--- src/rtl/hazard_scoreboard_pkg.sv ---
package hazard_scoreboard_pkg;

  localparam logic [4:0] REG_ZERO = 5'd0;

  typedef struct packed {
    logic       valid;
    logic [4:0] wreg;
    logic       is_load;
  } slot_t;

  typedef enum logic [1:0] {
    IDLE = 2'd0,
    BUSY = 2'd1,
    DONE = 2'd2
  } md_state_t;

  // True when the slot will write register r; load_only restricts the match
  // to loads. Register 0 never matches.
  function automatic logic slot_hit(slot_t s, logic [4:0] r, logic load_only);
    return s.valid && (s.is_load || !load_only) && (s.wreg == r) && (r != REG_ZERO);
  endfunction

endpackage

--- src/rtl/hazard_scoreboard_muldiv_tracker.sv ---
module muldiv_tracker
  import hazard_scoreboard_pkg::*;
#(
  parameter int unsigned MUL_CYCLES = 2,
  parameter int unsigned DIV_CYCLES = 33,
  parameter int unsigned CNT_W      = 6
) (
  input  logic clk,
  input  logic rst,
  input  logic flush,
  input  logic start,
  input  logic is_div,
  output logic busy,
  output logic done
);

  localparam logic [CNT_W-1:0] MUL_LOAD = CNT_W'(MUL_CYCLES - 1);
  localparam logic [CNT_W-1:0] DIV_LOAD = CNT_W'(DIV_CYCLES - 1);
  localparam logic [CNT_W-1:0] CNT_ONE  = CNT_W'(1);

  md_state_t        state, state_nxt;
  logic [CNT_W-1:0] cnt, cnt_nxt;
  logic [CNT_W-1:0] load_val;

  always_ff @(posedge clk or posedge rst) begin
    if (rst) begin
      state <= IDLE;
      cnt   <= '0;
    end else begin
      state <= state_nxt;
      cnt   <= cnt_nxt;
    end
  end

  // BUSY leaves on the cycle the counter would reach 0, so busy spans exactly
  // the configured cycle count including the DONE cycle.
  always_comb begin
    state_nxt = state;
    cnt_nxt   = cnt;
    load_val  = is_div ? DIV_LOAD : MUL_LOAD;
    if (flush) begin
      state_nxt = IDLE;
      cnt_nxt   = '0;
    end else begin
      case (state)
        IDLE: begin
          if (start) begin
            cnt_nxt   = load_val;
            state_nxt = (load_val == '0) ? DONE : BUSY;
          end
        end
        BUSY: begin
          if (cnt <= CNT_ONE) begin
            cnt_nxt   = '0;
            state_nxt = DONE;
          end else begin
            cnt_nxt = cnt - CNT_ONE;
          end
        end
        DONE: state_nxt = IDLE;
        default: begin
          state_nxt = IDLE;
          cnt_nxt   = '0;
        end
      endcase
    end
  end

  always_comb begin
    busy = (state != IDLE);
    done = (state == DONE);
  end

endmodule

--- src/rtl/hazard_scoreboard.sv ---
module hazard_scoreboard
  import hazard_scoreboard_pkg::*;
#(
  parameter int unsigned MUL_CYCLES = 2,
  parameter int unsigned DIV_CYCLES = 33,
  parameter int unsigned CNT_W      = 6
) (
  input  logic       clk,
  input  logic       rst,
  input  logic       flush,
  input  logic       id_valid,
  input  logic [4:0] id_rreg_a,
  input  logic [4:0] id_rreg_b,
  input  logic       id_use_a,
  input  logic       id_use_b,
  input  logic       id_jmp_reg,
  input  logic       id_RegWrite,
  input  logic [4:0] id_wreg,
  input  logic       id_MemRead,
  input  logic       id_muldiv_start,
  input  logic       id_muldiv_is_div,
  input  logic       id_hilo_access,
  output logic       stall_pc,
  output logic       stall_if_id,
  output logic       bubble_id_ex,
  output logic       muldiv_busy,
  output logic       muldiv_done
);

  slot_t ex_slot, mem_slot, ex_nxt;
  logic  load_use, jr_hz, hilo_hz, stall, md_start;

  always_comb begin
    load_use = (id_use_a & slot_hit(ex_slot, id_rreg_a, 1'b1)) |
               (id_use_b & slot_hit(ex_slot, id_rreg_b, 1'b1));
    // Only EX ALU results reach the PC path, so anything in MEM stalls jr.
    jr_hz    = id_jmp_reg & (slot_hit(ex_slot, id_rreg_a, 1'b1) |
                             slot_hit(mem_slot, id_rreg_a, 1'b0));
    hilo_hz  = muldiv_busy & (id_hilo_access | id_muldiv_start);
    stall    = id_valid & (load_use | jr_hz | hilo_hz) & ~flush;
    md_start = id_valid & id_muldiv_start & ~stall & ~flush;

    ex_nxt.valid   = id_valid & id_RegWrite & (id_wreg != REG_ZERO) & ~stall;
    ex_nxt.wreg    = id_wreg;
    ex_nxt.is_load = id_MemRead;

    stall_pc     = stall;
    stall_if_id  = stall;
    bubble_id_ex = stall;
  end

  always_ff @(posedge clk or posedge rst) begin
    if (rst) begin
      ex_slot  <= '0;
      mem_slot <= '0;
    end else if (flush) begin
      ex_slot  <= '0;
      mem_slot <= '0;
    end else begin
      mem_slot <= ex_slot;
      ex_slot  <= ex_nxt;
    end
  end

  muldiv_tracker #(
    .MUL_CYCLES(MUL_CYCLES),
    .DIV_CYCLES(DIV_CYCLES),
    .CNT_W     (CNT_W)
  ) u_muldiv (
    .clk   (clk),
    .rst   (rst),
    .flush (flush),
    .start (md_start),
    .is_div(id_muldiv_is_div),
    .busy  (muldiv_busy),
    .done  (muldiv_done)
  );

endmodule

--- config.mk ---
export PLATFORM = sky130hd
export DESIGN_NAME = hazard_scoreboard
export DESIGN_NICKNAME = d
export VERILOG_FILES = /design/src/rtl/hazard_scoreboard_pkg.sv /design/src/rtl/hazard_scoreboard_muldiv_tracker.sv /design/src/rtl/hazard_scoreboard.sv
export SDC_FILE = /design/constraint.sdc
export NUM_CORES = 1
export LEC_CHECK = 0
export BUFFER_PORTS_ARGS = -buffer_cell sky130_fd_sc_hd__buf_2
export CORE_AREA = 2 2 62 87
export DETAILED_ROUTE_END_ITERATION = 7
export DIE_AREA = 0 0 64 89
export HOLD_SLACK_MARGIN = 0.12
export PLACE_DENSITY_LB_ADDON = 0.08
export SLEW_MARGIN = 25
export SYNTH_ARGS = -nofsm -noshare
export SYNTH_HDL_FRONTEND = slang
export SYNTH_SLANG_ARGS = --single-unit
--- constraint.sdc ---
create_clock -name clk -period 4.2 [get_ports clk]
set_clock_uncertainty 0.2 [all_clocks]
set_input_delay 0.63 -clock clk [delete_from_list [all_inputs] [get_ports clk]]
set_output_delay 0.63 -clock clk [all_outputs]
set_load 0.05 [all_outputs]
# --- Word level (Yosys, flattened, before mapping) ---
# Index checks and enable logic that the tools add are counted.
word_totals:
  reg_bits: 21
  out_inout_bits: 5
op_classes:
  addsub: 1
  order_cmp: 1
  eq_ne: 8
  n_mux: 12
  n_bitwise: 19
  reduce_logical: 15
ops:
  columns: ["op", "count"]
  rows:
  - ["$mux 6", 4]
  - ["$pmux 6 s3", 1]
  - ["$eq 5x5->1", 3]
  - ["$reduce_bool 5->1", 3]
  - ["$mux 7", 2]
  - ["$and 1x1->1", 12]
  - ["$mux 2", 4]
  - ["$logic_and 1x1->1", 7]
  - ["$le 6x1->1 const B", 1]
  - ["$logic_not 6->1", 1]
  - ["$sub 6x1->6 const B", 1]
  - ["$or 1x1->1", 5]
  - ["$pmux 2 s2", 1]
  - ["$reduce_and 2->1", 2]
  - ["$ne 3x2->1 const B", 1]
  - ["$ne 3x3->1 const B", 1]
  - ["$eq 2x1->1 const B", 1]
  - ["$eq 2x2->1 const B", 1]
  - ["$logic_not 2->1", 1]
  - ["$ne 2x2->1 const B", 1]
  - ["$not 1->1", 2]
  - ["$reduce_bool 2->1", 1]

# --- Depth between registers and ports, before layout ---
# Gate-level depths: netlist of the first run.
depth:
  depth_word: 15
  depth_mapped: 7
  ltp_nobuf: 7

# --- Hierarchy ---
# From an unflattened synthesis of the first run, not the netlist that was laid out.
hier_totals:
  hier_cells: 119
  area_unflattened_um2: 1224.9
modules_own_cells:
  columns: ["mod", "n_inst", "cells_each", "area_per_inst_um2"]
  rows:
  - ["hazard_scoreboard", 1, 66, 696.9]
  - ["muldiv_tracker", 1, 53, 528.0]

# --- Worst setup path after synthesis of the first run ---
# No wires, ideal clock.
synth_timing:
  path_type: "input port to output port"
  startpoint: "input port id_rreg_b[3]"
  endpoint: "output port stall_if_id"
  arrival_time_ns: 2.593
  setup_slack_ns: 0.777
  path_stages: 6
  path_buffers: 1
  cell_sequence: "xnor2_1 > nand3_1 > a2111oi_2 > a21oi_4 > a21oi_1 > buf_4"
synth_via:
  elab_chain_cells: 9
synth_lines:
  columns: ["element", "line", "source"]
  rows:
  - ["start: declaration", "hazard_scoreboard.sv:13", "input logic [4:0] id_rreg_b,"]
  - ["$eq 5x5->1", "hazard_scoreboard_pkg.sv:20", "return s.valid && (s.is_load || !load_only) && (s.wreg == r) && (r != REG_ZERO);"]
  - ["$logic_and 1x1->1", "hazard_scoreboard_pkg.sv:20", null]
  - ["$logic_and 1x1->1 *", "hazard_scoreboard_pkg.sv:20", null]
  - ["$and 1x1->1 *", "hazard_scoreboard.sv:35", "(id_use_b & slot_hit(ex_slot, id_rreg_b, 1'b1));"]
  - ["$or 1x1->1 *", "hazard_scoreboard.sv:34", "load_use = (id_use_a & slot_hit(ex_slot, id_rreg_a, 1'b1)) |"]
  - ["$or 1x1->1 * (2 in series)", "hazard_scoreboard.sv:40", "stall = id_valid & (load_use | jr_hz | hilo_hz) & ~flush;"]
  - ["$and 1x1->1 * (2 in series)", "hazard_scoreboard.sv:40", null]
  - ["end: declaration", "hazard_scoreboard.sv:24", "output logic stall_if_id,"]
# Mark *: on every way between the ends. The rest lies on a longest branch, timed or not.

# --- Final worst setup path of the first run ---
layout_timing:
  startpoint: "input port id_rreg_a[1]"
  endpoint: "output port stall_pc"
layout_via:
  elab_chain_cells: 9
layout_lines:
  columns: ["element", "line", "source"]
  rows:
  - ["start: declaration", "hazard_scoreboard.sv:12", "input logic [4:0] id_rreg_a,"]
  - ["$eq 5x5->1", "hazard_scoreboard_pkg.sv:20", null]
  - ["$logic_and 1x1->1 (2 in series)", "hazard_scoreboard_pkg.sv:20", null]
  - ["$and 1x1->1 or $or 1x1->1 (tied branches)", "hazard_scoreboard.sv:34, hazard_scoreboard.sv:37", null]
  - ["$or 1x1->1 or $and 1x1->1 (tied branches)", "hazard_scoreboard.sv:34, hazard_scoreboard.sv:37", null]
  - ["$or 1x1->1 * (2 in series)", "hazard_scoreboard.sv:40", null]
  - ["$and 1x1->1 * (2 in series)", "hazard_scoreboard.sv:40", null]
  - ["end: declaration", "hazard_scoreboard.sv:23", "output logic stall_pc,"]
# Marks and branches as above.

==> results of run 1 <==
## placed cells by master, fill, tap and decap left out, types with 2 or more instances in the layout
| cell | Yosys | final |
|---|---|---|
| buf_2 | 0 | 31 |
| dfrtp_1 | 21 | 21 |
| nor2b_1 | 14 | 14 |
| xnor2_1 | 14 | 14 |
| nor2_1 | 6 | 6 |
| nand2_1 | 6 | 6 |
| nand3_1 | 4 | 4 |
| o2bb2ai_1 | 4 | 4 |
| inv_1 | 3 | 3 |
| o21ai_0 | 3 | 3 |
| nor4_1 | 3 | 3 |
| clkbuf_8 | 0 | 3 |
| nand4_1 | 2 | 2 |
| o22ai_1 | 2 | 2 |
| or4_1 | 2 | 2 |
| xor2_1 | 2 | 2 |
| nand2b_1 | 2 | 2 |
| a21oi_1 | 2 | 2 |
| nor3_1 | 2 | 2 |
| nor3b_1 | 2 | 2 |
| ha_1 | 2 | 2 |
## metrics by stage
stage | total power [mW] | instance area (sq um) | hold slack (ns) | instances
2_1_floorplan | 0.2916 | 1197 | 0.2877 | 116
3_3_place_gp | 0.3223 | 1399 | 0.3049 | 206
3_5_place_dp | 0.3217 | 1399 | 0.3260 | 206
4_1_cts | 0.4577 | 1444 | 0.3413 | 210
5_1_grt | 0.4805 | 1444 | 0.3835 | 210
6_report | 0.4497 | 1444 | 0.3334 | 210
## registers in the layout, indices dropped and copies added, names as in the netlist
register,count
ex_slot,7
u_muldiv.state,2
u_muldiv.cnt,6
mem_slot,6
## cell families after synthesis
kind of cell	count (synthesis)
xor+xnor	16
simple gates	48
buf+inv	8
compound gates	21
fa+ha+maj	2
flops	21
## worst max-delay path: stages
cell and delay [ns]:
buf_2 0.12, or4_1 0.51, o22a_2 0.23, a21oi_4 0.25, a21oi_1 0.13, buf_2 0.23
## power by group through the flow
stage | registers [mW] | clock network [mW] | logic (mW)
3_3_place_gp | 0.228 | 0 | 0.0940
4_1_cts | 0.224 | 0.140 | 0.0945
6_report | 0.223 | 0.134 | 0.0927
5_1_grt | 0.225 | 0.151 | 0.104
2_1_floorplan | 0.224 | 0 | 0.0672
3_5_place_dp | 0.227 | 0 | 0.0942
## Yosys cell counts, drive strengths merged (2+ instances only)
cell type / instances
xnor2: 14
nand2b: 2
nor2: 6
dfrtp: 21
nor4: 3
ha: 2
nor2b: 14
o22ai: 2
nand2: 6
a21oi: 3
nor3b: 2
nand4: 2
or4: 2
buf: 3
a211oi: 2
xor2: 2
clkbuf: 2
nand3: 4
o2bb2ai: 4
inv: 3
o21ai: 3
nor3: 2
## area by class of cell
class / instances / area [sq um]
clock buffer: 4 / 45.04
fill: 501 / 3398
inverter: 3 / 11.26
multi-input combinational: 87 / 626.9
sequential: 21 / 525.5
tap: 64 / 80.08
timing repair buffer: 31 / 155.1
## layer usage
layer,part of all wire,up-vias,GRT usage
li1,-,467,-
met1,0.40,459,0.1148
met2,0.56,14,0.2017
met3,0.028,2,0.01134
met4,0.0084,0,0.04150
met5,0,-,0
## worst paths after layout
check / startpoint / end / slack (ns) / cells past startpoint
min in group asynchronous: rst / ex_slot[2] / 0.34 / 2
max: id_rreg_a[1] / stall_pc / 1.27 / 6
min reg2reg: ex_slot[6] / mem_slot[6] / 0.33 / 1
max in group asynchronous: rst / u_muldiv.cnt[1] / 2.92 / 2
max reg2reg: u_muldiv.cnt[2] / u_muldiv.cnt[5] / 2.05 / 6
min: ex_slot[6] / mem_slot[6] / 0.33 / 1
==> flow_summary.yaml, run 1 <==
outcome:
  status: "completed"
sta:
  setup_viol: 0
  setup_ws_ns: 1.275
  rsz0062_at_grt: "no"
  fmax_ghz: 0.3418
  maxSlewHeadroom: 0.4219
  fin_crit_sh: 0.6965
  fin_crit_ns: 2.925
  timing.setup.tns_ns: 0
  worstMarginPinSlew_ns: 0.8662
  drv_slew: 0
  hold_violations: 0
power:
  p_leak_nw: 0.6322
  p_seq_frac: 0.497
  power_frac_clock: 0.297
  power.switching_mw: 0.1292
  ir_worst_vdd_mv: 0.09787
  p_comb_frac: 0.206
  internal_power_mw: 0.3205
  switching_share: 0.2874
  powerDensity_nw_per_um2: 311.4
route:
  drc_errors: 0
  vias: 942
  drt_iter0_markers: 40
  drt_first_pass_iters: 4
  wirelength_um: 2747
  routedWlPerCell_um: 13.08
  vias_per_cell: 4.486
  antenna_left: 0
yosys:
  synthesis.nets: 145
  synth_compound_area_frac: 0.1515
  ys_seq_area_frac: 0.4389
  synth-edff-count: 0
  synth_cell_types: 37
  syn_area_sq_um: 1197
  yosys.area_share.simple: 0.2341
  ys_ff_latch: 21
  synthXorXnorAreaFrac: 0.1170
  synth_adder_area_share: 0.02090
  synth_top_area_share: 0.4389
  synth_top_family_by_area: "simple AND/OR/NAND/NOR gates"
  synthFlopType: "dfrtp_1"
  yosys.area.top_type: "dfrtp_1"
  synth.avg_cell_area_sq_um: 10.32
  synthMuxAreaShare: 0
  ys_warn_count: 0
  syn_inst: 116
  synthArstFlopShare: 1.000
  synth_area_leaders: "dfrtp_1, xnor2_1, nor2b_1, o2bb2ai_1, ha_1"
final_layout:
  antenna_cells: 0
  drive_above_1_share: 0.2808
  final_util: 0.2982
  nets: 176
  area_delta_synth_final_pct: 20.58
floorplanning:
  rows: 30
  initial_core_util: 0.2473
  fp.dieW_um: 64
  core_sq_um: 4842
  dieHeight_um: 89
  die_area_sq_um: 5696
  io_pins: 32
global_route:
  antenna_found_initial: 0
  overflow: 0
  grt_pass1_vias: 960
  grt_first_pass_wirelength_um: 4512
  grt_usage: 0.1041
  grt_start_max_net_pins: 23
cts:
  numCtsBuffers: 3
  cts.sink_count: 21
  cts_resized: 0
  cts_tree: "done"
  clock_tree.root_cell: "clkbuf_8"
  clk_pin_slew_worst_paths_ns: 0.08
  clkLatencyLatePin_ns: 0.26
  hold_buffers: 0
  cts_max_level: 1
  postCtsSetupBuffers: 0
  clockBufferDepth: 2
placed_design:
  hpwl_um: 2150
  gp_congestion: 0.7802
  port_buffers: 31
  place_ws_ns: 1.261
critical_path:
  cp.required_ns: 3.37
  worstPathMaxFanout: 5
  endpoint_kind: "primary output"
  criticalPathCategory: "in -> out"
  arrival_ns: 2.10
  startpoint_type: "primary input"
flow_run:
  maxCapViolations: 0
min_path:
  hp-class: "reg -> reg"
No activity file was read; power rests on OpenSTA's default activity.
==> inputs of run 2 (changes only) <==
==> constraint.sdc (replaced) <==
create_clock -name clk -period 2.9 [get_ports clk]
set_clock_uncertainty 0.2 [all_clocks]
set_input_delay 0.435 -clock clk [delete_from_list [all_inputs] [get_ports clk]]
set_output_delay 0.435 -clock clk [all_outputs]
set_load 0.05 [all_outputs]
==> flow_summary.yaml, run 2 (same netlist as run 1, synthesis figures left out) <==
critical_path:
  worstPathMaxFanout: 5
  crit_slowest_cell: "a2111oi_2"
  slowest_delay_ns: 0.48
  criticalPathCategory: "reg -> out"
  endpoint_kind: "primary output"
  cp.required_ns: 2.27
  startpoint_type: "flip-flop"
  crit_chain: "xnor2_1, nand3_1, a2111oi_2, a21oi_4, a21oi_4, buf_2"
  arrival_ns: 2.01
  cp_common_cell: "a21oi_4"
cts:
  hold_buffers: 0
  cts_resized: 0
  postCtsSetupBuffers: 0
  clock_tree.root_cell: "clkbuf_8"
  cts.sink_count: 21
  numCtsBuffers: 3
  clockBufferDepth: 2
  clkLatencyLatePin_ns: 0.25
  cts_tree: "done"
  clk_pin_slew_worst_paths_ns: 0.07
  cts_max_level: 1
route:
  antenna_left: 0
  routedWlPerCell_um: 13.13
  drt_first_pass_iters: 2
  wirelength_um: 2758
  vias: 927
  drc_errors: 0
  drt_iter0_markers: 23
  vias_per_cell: 4.414
final_layout:
  layout.cells.non_filler: 210
  mostFrequentLayoutCells: "buf_2, dfrtp_1, nor2b_1, xnor2_1"
  drive_above_1_share: 0.2877
  fillers: 524
  regMostFlops: "ex_slot"
  largest_reg_flops: 7
  nets: 176
  antenna_cells: 0
  area_delta_synth_final_pct: 21.53
  top_regs: "ex_slot x7, mem_slot x6, u_muldiv.cnt x6"
  final_util: 0.3005
  final_common_cell: "buf_2"
power:
  ir_worst_vdd_mv: 0.1520
  power_frac_clock: 0.286
  powerDensity_nw_per_um2: 443.1
  switching_share: 0.2796
  internal_power_mw: 0.4645
  power_mw: 0.6448
  p_comb_frac: 0.211
  power.switching_mw: 0.1803
  p_leak_nw: 0.6326
  p_seq_frac: 0.503
placed_design:
  hpwl_um: 2253
  placedCellCount: 206
  port_buffers: 31
  place_ws_ns: 0.3569
  gp_congestion: 0.7254
global_route:
  grt_usage: 0.1055
  grt_first_pass_wirelength_um: 4567
  grt_start_max_net_pins: 23
  overflow: 0
  grt_pass1_vias: 995
  antenna_found_initial: 0
flow_run:
  maxCapViolations: 0
sta:
  timing.setup.tns_ns: 0
  worstMarginPinSlew_ns: 0.8171
  setup_viol: 0
  fin_crit_ns: 2.649
  drv_slew: 0
  setup_ws_ns: 0.2505
  hold_violations: 0
  fin_crit_sh: 0.9136
  fmax_ghz: 0.3774
  maxSlewHeadroom: 0.4546
  rsz0062_at_grt: "no"
floorplanning:
  die_area_sq_um: 5696
  fp.dieW_um: 64
  initial_core_util: 0.2473
  io_pins: 32
  rows: 30
  core_sq_um: 4842
  dieHeight_um: 89
min_path:
  hp-class: "in -> async"
outcome:
  status: "completed"
-- run 2: changes by cell type in the layout (fill, tap and decap cells not counted) --
cell     previous run  this run
a21oi_1             2         1
a21oi_4             1         2
-- run 2: area by class of cell --
cell class | instances | area [sq um] | area share
inverter | 3 | 11.26 | 0.007739
tap | 64 | 80.08 | 0.05503
sequential | 21 | 525.5 | 0.3611
multi-input combinational | 87 | 638.1 | 0.4385
timing repair buffer | 31 | 155.1 | 0.1066
clock buffer | 4 | 45.04 | 0.03095
-- run 2: worst max-delay path, delay by kind of cell, from the launching register on --
| family | cells | cell delay, ns |
|---|---|---|
| compound gates | 3 | 0.78 |
| xor+xnor | 1 | 0.17 |
| simple gates | 1 | 0.10 |
| buf+inv | 1 | 0.28 |
| flops | 1 | 0.43 |
-- run 2: final timing paths --
check | startpoint | to | depth (start not counted) | slack, ns
max in group asynchronous | rst | mem_slot[6] | 2 | 1.86
min in group clk | id_MemRead | ex_slot[0] | 2 | 0.20
min reg2reg | ex_slot[6] | mem_slot[6] | 1 | 0.34
max | ex_slot[2] | stall_pc | 6 | 0.25
max reg2reg | u_muldiv.cnt[2] | u_muldiv.cnt[5] | 6 | 0.67
min | rst | ex_slot[1] | 2 | 0.13
-- run 2: power by group through the flow --
stage | Clock (mW) | Sequential (mW) | Combinational, mW
global placement | 0 | 0.330 | 0.137
detailed placement | 0 | 0.330 | 0.139
CTS | 0.198 | 0.325 | 0.140
global route | 0.205 | 0.327 | 0.151
finish | 0.185 | 0.324 | 0.136
floorplan | 0 | 0.325 | 0.0988
-- run 2: metrics by stage --
step	cell area [sq um]	hold slack, ns
finish	1455	0.1290
global route	1455	0.1988
CTS	1455	0.1690
detailed placement	1410	0.3234
global placement	1410	0.3086
floorplan	1209	0.2115
-- run 2: routing by layer --
| metal | vias up | GRT usage | routed length (um) |
|---|---|---|---|
| met3 | 2 | 0.01134 | 92 |
| met2 | 15 | 0.2178 | 1580 |
| met5 | - | 0 | 0 |
| met4 | 0 | 0.04743 | 27 |
| li1 | 469 | - | - |
| met1 | 441 | 0.1034 | 1057 |
==> inputs of run 3 (changes only) <==
==> constraint.sdc (replaced) <==
create_clock -name clk -period 2.9 [get_ports clk]
set_clock_uncertainty 0.2 [all_clocks]
set_input_delay 0 -clock clk [delete_from_list [all_inputs] [get_ports clk]]
set_output_delay 0 -clock clk [all_outputs]
set_load 0.05 [all_outputs]
==> flow_summary.yaml, run 3 (same netlist as run 1, synthesis figures left out) <==
route:
  drt_iter0_markers: 22
  routedWlPerCell_um: 12.33
  drt_first_pass_iters: 4
  top_layer: "met4"
  drc_errors: 0
  wl_met2_um: 1603
  wl_met1_um: 1109
  vias_per_cell: 4.420
  wl_met3_um: 112
  vias: 1021
  antenna_left: 0
  wirelength_um: 2849
sta:
  hold_violations: 0
  worstMarginPinSlew_ns: 0.8378
  fmax_ghz: 0.4058
  fin_crit_sh: 0.8498
  setup_viol: 0
  drv_slew: 0
  rsz0062_at_grt: "no"
  setup_ws_ns: 0.4355
  maxSlewHeadroom: 0.4408
  timing.setup.tns_ns: 0
  fin_crit_ns: 2.464
critical_path:
  endpoint_kind: "flip-flop"
  worstPathMaxFanout: 3
  arrival_ns: 2.42
  r2r_start: "u_muldiv.state[0]"
  criticalPathCategory: "in -> reg"
  startpoint_type: "primary input"
  cp.required_ns: 2.86
  startpoint: "id_muldiv_start"
power:
  ir_worst_vdd_mv: 0.1658
  power_mw: 0.6699
  p_leak_nw: 0.7300
  powerDensity_nw_per_um2: 405.0
final_layout:
  fin_area_sq_um: 1654
  largest_reg_flops: 7
  fillers: 506
  nets: 197
  final_common_cell: "buf_2"
  drive_above_1_share: 0.2455
  area_delta_synth_final_pct: 38.14
  antenna_cells: 0
  mostFrequentLayoutCells: "buf_2, dfrtp_1, dlygate4sd3_1"
  top_regs: "ex_slot x7, mem_slot x6, u_muldiv.cnt x6"
  regMostFlops: "ex_slot"
  layout.cells.non_filler: 231
outcome:
  status: "completed"
floorplanning:
  rows: 30
  fp.dieW_um: 64
  die_area_sq_um: 5696
  dieHeight_um: 89
  initial_core_util: 0.2473
  io_pins: 32
  core_sq_um: 4842
global_route:
  grt_start_max_net_pins: 23
  overflow: 0
  grt_usage: 0.1110
  grt_pass1_vias: 1027
  grt_first_pass_wirelength_um: 4864
  antenna_found_initial: 0
cts:
  cts_tree: "done"
  postCtsSetupBuffers: 0
  clkLatencyLatePin_ns: 0.25
  numCtsBuffers: 3
  cts_max_level: 1
  clock_tree.root_cell: "clkbuf_8"
  cts_resized: 0
  clk_pin_slew_worst_paths_ns: 0.08
  cts.sink_count: 21
  clockBufferDepth: 2
min_path:
  hp-class: "in -> reg"
  min_from: "id_use_a"
placed_design:
  placedCellCount: 206
  place_area_sq_um: 1399
  place_ws_ns: 0.8109
  gp_congestion: 0.7526
  port_buffers: 31
  hpwl_um: 2200
flow_run:
  maxCapViolations: 0
run 3: per-stage QoR:
stage / hold WS [ns] / util
after floorplan: -0.2235 / -
after global placement: 0.02167 / 0.2889
after detailed placement: 0.02490 / 0.2889
after CTS: 0.1207 / 0.3416
after global routing: 0.1708 / 0.3416
final: 0.1289 / 0.3416
run 3: final timing paths:
path                                           to  slack (ns)  cells after the start
min in group asynchronous              ex_slot[5]        0.25                      3
worst min-delay path              u_muldiv.cnt[2]        0.13                      5
worst max-delay path            u_muldiv.state[0]        0.44                      8
worst min register to register        mem_slot[6]        0.33                      1
worst max register to register  u_muldiv.state[0]        0.55                      5
max in group asynchronous         u_muldiv.cnt[4]        1.73                      3
run 3: area by class of cell:
cell class	instances	area [sq um]	share of cell area
Clock buffer	4	45.04	0.02723
Timing Repair Buffer	52	365.4	0.2209
Inverter	3	11.26	0.006808
Multi-Input combinational cell	87	626.9	0.3790
Sequential cell	21	525.5	0.3177
Tap cell	64	80.08	0.04841
run 3: worst max-delay path, cell delays in order:
cell and delay, ns:
dlygate4sd3_1 0.52, buf_2 0.10, nand2_1 0.06, dlygate4sd3_1 0.56
nor2_1 0.22, nand2_1 0.14, dlygate4sd3_1 0.58, o31ai_1 0.23
run 3: report_power, final:
group          switching (mW)  internal, mW
combinational          0.0790        0.0770
sequential             0.0156         0.308
clock                  0.0930        0.0977
total                   0.188         0.482
run 3: layer usage:
metal | vias up | track usage
met5 | - | 0
met4 | 0 | 0.03557
met3 | 2 | 0.01637
met2 | 22 | 0.2131
met1 | 486 | 0.1249
li1 | 511 | -
run 3: what timing repair did:
| item | CTS | global route |
|---|---|---|
| setup endpoints to repair | 0 | 0 |
| endpoints found under the hold margin | 39 | 0 |
| hold buffers | 21 | 0 |
